[src/rtl/arb_rr_4x8.sv]
// Round-robin arbiter over four byte channels feeding a one-deep output register.
// The winner's byte arrives combinationally through an external 4:1 mux steered by key.
module arb_rr_4x8 #(
   parameter logic [1:0] RESET_PTR = 2'd3
) (
   input  logic       clk,
   input  logic       rst_n,
   input  logic [3:0] in_valid,
   input  logic [7:0] mux_out,
   output logic [1:0] key,
   output logic [3:0] grant,
   output logic [7:0] out_data,
   output logic       out_valid,
   input  logic       out_ready,
   output logic [7:0] xfer_count
);

   typedef enum logic {EMPTY = 1'b0, FULL = 1'b1} state_t;

   state_t     state, state_nxt;
   logic [1:0] ptr;
   logic [1:0] win;
   logic [1:0] idx;
   logic       found;
   logic       slot_free;
   logic       capture;

   assign out_valid = (state == FULL);
   assign slot_free = !out_valid || out_ready;
   // Reset gates capture so grant stays quiet and key shows ptr while rst_n is low.
   assign capture   = rst_n && slot_free && (in_valid != 4'b0000);

   // Cyclic search starting just after the last granted channel.
   always_comb begin
      win   = ptr;
      found = 1'b0;
      idx   = 2'd0;
      for (int i = 1; i <= 4; i++) begin
         idx = ptr + 2'(i);
         if (!found && in_valid[idx]) begin
            win   = idx;
            found = 1'b1;
         end
      end
   end

   assign key   = capture ? win : ptr;
   assign grant = capture ? (4'b0001 << win) : 4'b0000;

   always_ff @(posedge clk) begin
      if (!rst_n) state <= EMPTY;
      else        state <= state_nxt;
   end

   always_comb begin
      state_nxt = state;
      case (state)
         EMPTY: if (capture) state_nxt = FULL;
         FULL:  if (!capture && out_ready) state_nxt = EMPTY;
         default: state_nxt = EMPTY;
      endcase
   end

   always_ff @(posedge clk) begin
      if (!rst_n) begin
         out_data   <= 8'h00;
         ptr        <= RESET_PTR;
         xfer_count <= 8'h00;
      end else if (capture) begin
         out_data   <= mux_out;
         ptr        <= win;
         xfer_count <= xfer_count + 8'd1;
      end
   end

endmodule

[config.mk]
export PLATFORM = sky130hd
export DESIGN_NAME = arb_rr_4x8
export DESIGN_NICKNAME = d
export VERILOG_FILES = /design/src/rtl/arb_rr_4x8.sv
export SDC_FILE = /design/constraint.sdc
export NUM_CORES = 1
export LEC_CHECK = 0
export ABC_AREA = 1
export BUFFER_PORTS_ARGS = -buffer_cell sky130_fd_sc_hd__buf_2
export CORE_AREA = 2 2 48 50
export CTS_CLUSTER_DIAMETER = 50
export DETAILED_ROUTE_END_ITERATION = 8
export DIE_AREA = 0 0 50 52
export GPL_TIMING_DRIVEN = 0
export PLACE_DENSITY = 0.85
export SYNTH_ARGS = -nofsm -noshare
export SYNTH_HDL_FRONTEND = slang
export SYNTH_SLANG_ARGS = --single-unit
[constraint.sdc]
create_clock -name clk -period 2.8 [get_ports clk]
set_input_delay 0.7 -clock clk [delete_from_list [all_inputs] [get_ports clk]]
set_output_delay 0.7 -clock clk [all_outputs]
set_load 0.005 [all_outputs]
======== After elaboration in Yosys (flattened, before gate mapping) ========
Cells that the tools add are included.
operators by class
  add/sub/neg operators ................... 4
  magnitude comparators ................... 4
  shift operators ......................... 1
  multiplexer cells ....................... 20
  bitwise operators ....................... 1
  reduce and logical (&&, ||, !) cells .... 13
operators by type and width
  kind                 count
  $lt 2x3->1 const B   4
  $mux 2               5
  $mux 1               9
  $add 8x1->8 const B  1
  $bmux 1 s2           4
  $logic_and 1x1->1    6
  $logic_not 1->1      5
  $add 2x2->2 const B  2
  $mux 4               1
  $reduce_bool 4->1    1
  $shl 1x2->4 const A  1
  $add 2x1->2 const B  1
  $pmux 1 s2           1
  $logic_or 1x1->1     1
  $not 1->1            1
word-level totals
  flip-flop bits (word level) ............. 19
  input bits .............................. 15
  word-level logic and storage cells ...... 47

======== Depth between registers and ports, before layout ========
  depth after elaboration ................. 15
  gate-level depth with buffers ........... 12

======== Worst setup path after synthesis ========
No wires, ideal clock.
  path type ............................... input -> output
  from .................................... in rst_n
  to ...................................... out key[0]
  arrival ................................. 1.518 ns
  required time ........................... 2.100 ns
  slack ................................... 0.582 ns
  cell stages on the path ................. 7
  cells stage by stage .................... buf_4 -> inv_2 -> nor2_2 -> nand2_2 -> clkbuf_1 -> nand2_1 -> nand2_1
on the way
  cells in the longest elaborated chain, start to end .. 3
RTL lines
  item                            line  text
  from (decl)                     7     input logic rst_n,
  $logic_and 1x1->1 (2 in a row)  31    assign capture = rst_n && slot_free && (in_valid != 4'b0000);
  $mux 2                          -
  to (decl)                       10    output logic [1:0] key,
No other way between the ends.

======== Final worst setup path ========
  from .................................... in in_valid[1]
  to ...................................... out key[0]
on the way
  cells in the longest elaborated chain, start to end .. 13
RTL lines
  item                          line  text
  from (decl)                   8     input logic [3:0] in_valid,
  $bmux 1 s2                    40    if (!found && in_valid[idx]) begin
  $mux 1 (not written as such)  40
  $mux 1                        40
  $logic_not 1->1               40
  $logic_and 1x1->1             40
  $mux 1                        40
  $logic_not 1->1               40
  $logic_and 1x1->1             40
  $mux 1                        40
  $logic_not 1->1               40
  $logic_and 1x1->1             40
  $mux 2                        40
  $mux 2 *                      -
Mark *: on every way between the ends. The rest lies on a longest branch, timed or not. The select of a mux whose other input is x is not followed.

==> impl_metrics.py <==
metrics = {
    "detailed_routing": {
        "drtIter0Drc": 14,
        "drc": 0,
        "wirelength_mm": 2.31,
        "ant_nets": 0,
        "wl_per_cell_um": 10.3,
        "post_drt_via_cell_ratio": 4.96,
        "num_vias": 1106,
        "dr.pass1.iters": 4,
    },
    "final_layout": {
        "finalNetCount": 212,
        "area_growth_pct": 23.2,
        "diodes": 0,
        "drive_above_1_share_pct": 33.8,
    },
    "clock_tree": {
        "root_buffer": "clkbuf_4",
        "postCtsHoldBufs": 0,
        "htree_num_levels": 1,
        "clockBufferDepth": 2,
        "ctsResizeCount": 0,
        "clock_latency_ns": 0.29,
        "cts_buffers": 3,
        "cts.sinks": 19,
        "post_cts_buffers": 0,
        "path_clk_slew_ns": 0.10,
        "cts_tree": "built",
    },
    "sta": {
        "rsz0062_at_grt": "false",
        "fin_ws_ns": 0.227,
        "clock_skew_ns": 0.00109,
        "tns_ns": 0,
        "finalSetupViolCount": 0,
        "slew_viol_final": 0,
        "clock.fmax_mhz": 389,
        "hold_violations": 0,
        "period_share_pct": 91.9,
        "min_period_ns": 2.57,
        "relSlewSlack_pct": 73.0,
        "worstMarginPinSlew_ns": 0.404,
    },
    "critical_path": {
        "critPathMostFrequentCell": "nand2_1",
        "endpoint_kind": "output pin",
        "slowest_delay_ns": 0.36,
        "crit_fanout": 10,
        "cp_cell_sequence": "buf_2 -> nor2_1 -> nand2_1 -> nand2_2 -> clkbuf_1 -> nand2_1 -> nand2_1 -> buf_2",
        "r2r_slack_ns": 1.38,
        "critPathLaunch": "in_valid[1]",
        "worstSetupStartpointType": "input pin",
        "crit_type": "in2out",
        "critPathRequiredTime_ns": 2.10,
        "crit_family": "buffers and inverters",
        "worst-path-buf-inv": 3,
        "critPathArrivalTime_ns": 1.87,
        "r2r-start": "ptr[0]$_SDFF_PN1_",
        "crit_path_top_delay_cell": "clkbuf_1",
    },
    "yosys": {
        "synth_compound_area_share_pct": 6.83,
        "synth_fa_ha_area_share_pct": 1.20,
        "synth_top_family_by_area": "simple AND/OR/NAND/NOR gates",
        "synth.distinct_cells": 26,
        "netlist_instances": 155,
        "synth_top_area_cell": "dfxtp_1",
        "ys_seq_elements": 19,
        "netlist.area_leader.share_pct": 36.4,
        "yosys.area_share.simple_pct": 45.5,
        "synthArstFlopShare_pct": 0,
        "ys_warn_count": 0,
        "ys_seq_area_share_pct": 36.4,
        "synth_edf_count": 0,
        "synth_area_um2": 1040,
        "syn-num-nets": 171,
        "ys_top_cells_by_area": "dfxtp_1 (36%), nand2_1 (19%), nand3_1 (10%)",
        "synthXorXnorAreaFrac_pct": 0.838,
        "syn_area_per_cell_um2": 6.74,
        "synth.area.mux_share_pct": 0,
        "ys.flop_type": "dfxtp_1",
    },
    "worst_hold_path": {
        "hp-start": "out_data[0]$_SDFFE_PN0P_",
        "min_path_type": "reg2reg",
    },
    "floorplanning": {
        "rows": 17,
        "fp.dieW_um": 50,
        "fp.dieH_um": 52,
        "initial_core_util_pct": 49.6,
        "ioPinCount": 38,
        "core_um2": 2110,
        "fp.dieArea_um2": 2600,
    },
    "global_route": {
        "grt_overflow_total": 0,
        "grt_first_pass_wirelength_mm": 3.54,
        "track_usage_pct": 17.6,
        "antenna_found_initial": 0,
        "grt_max_degree": 12,
        "grt_pass1_vias": 915,
    },
    "pwr": {
        "pwr_density_cell_nw_per_um2": 513,
        "peakVddDrop_v": 0.000485,
        "leakage_nw": 0.703,
    },
    "placed_design": {
        "hpwlAfterDp_mm": 1.80,
        "port_buffers": 36,
        "place.gp.congestion": 0.856,
        "place_ws_ns": 0.232,
    },
    "run_status": {
        "status": "completed",
    },
    "flow_run": {
        "maxCapViolations": 0,
    },
}
==> path summary, 6_finish.rpt <==
kind	to	cells past startpoint
worst min register to register	out_data[0]$_SDFFE_PN0P_	2
worst min-delay path	out_data[0]$_SDFFE_PN0P_	2
worst max-delay path	key[0]	8
worst max register to register	ptr[0]$_SDFF_PN1_	10
==> layout by cell type, fill, tap and decap left out, types with 4 or more instances in the layout <==
cell and instances:
a21oi_1 4, buf_2 37, dfxtp_1 19, inv_1 9, inv_2 4, nand2_1 52
nand2_2 8, nand3_1 21, nor2_1 9, nor2_2 4, o21ai_0 4
==> power breakdown <==
group | internal [W] | leakage [nW] | switching, W | total (W)
Sequential | 0.000291 | 0.157 | 0.0000147 | 0.000306
Clock | 0.0000530 | 0.0177 | 0.0000809 | 0.000134
Combinational | 0.0000861 | 0.528 | 0.000134 | 0.000220
Total | 0.000430 | 0.703 | 0.000230 | 0.000660
==> kinds of logic (layout without fill, tap and decap cells) <==
family / after synthesis / in the layout
AOI/OAI and AO/OA: 13 / 13
xor gates and xnor gates: 1 / 1
adders and majority gates: 1 / 1
buffers and inverters: 19 / 59
DFF: 19 / 19
and+or+nand+nor: 102 / 102
==> worst reg2reg max path, stage by stage, from the launching register on <==
cell and delay (ns):
dfxtp_1 0.34, buf_6 0.15, inv_6 0.05, nand2_1 0.07, nand2_2 0.07, nand2_2 0.10
nand2_4 0.07, a21oi_2 0.14, nand3_1 0.12, nand3_2 0.14, nand3_1 0.08
==> flip-flops by register name, summed over array words and instances, names as in the netlist <==
| name | flops |
|---|---|
| xfer_count | 8 |
| ptr | 2 |
| out_valid | 1 |
| out_data | 8 |
==> stage by stage <==
stage	instances	hold WS [ns]	total power, W	utilization, %	instance area [um^2]
2_1_floorplan	155	0.462	0.000464	-	1040
3_3_place_gp	219	0.451	0.000519	59.8	1260
4_1_cts	223	0.477	0.000665	61.1	1290
6_report	223	0.472	0.000660	61.1	1290
3_5_place_dp	219	0.459	0.000531	59.8	1260
5_1_grt	223	0.509	0.000702	61.1	1290
==> final cells by class <==
cell class | count | area [um^2]
inverter | 14 | 57.6
fill | 202 | 818
sequential | 19 | 380
clock buffer | 3 | 22.5
buffer | 5 | 38.8
clock inverter | 1 | 5.00
timing repair buffer | 36 | 180
multi-input combinational | 117 | 568
tap | 28 | 35.0
==> cell usage after synthesis, types with 2 or more instances <==
library cell / count
dfxtp_1: 19
buf_6: 2
a21oi_1: 4
o21ai_0: 4
nor2_1: 9
nand2_1: 52
nand2_2: 8
inv_1: 9
inv_2: 4
o21ai_1: 3
nand2_4: 2
nand3_1: 21
nand4_1: 2
nor2_2: 4
==> layer usage <==
metal / vias up / GRT usage, % / routed length, um
met5: - / 0 / 0
met4: 0 / 6.94 / 16
met3: 2 / 1.72 / 124
met2: 40 / 33.8 / 1110
met1: 490 / 19.7 / 1060
li1: 574 / - / -
(Power assumes the default switching activity.)
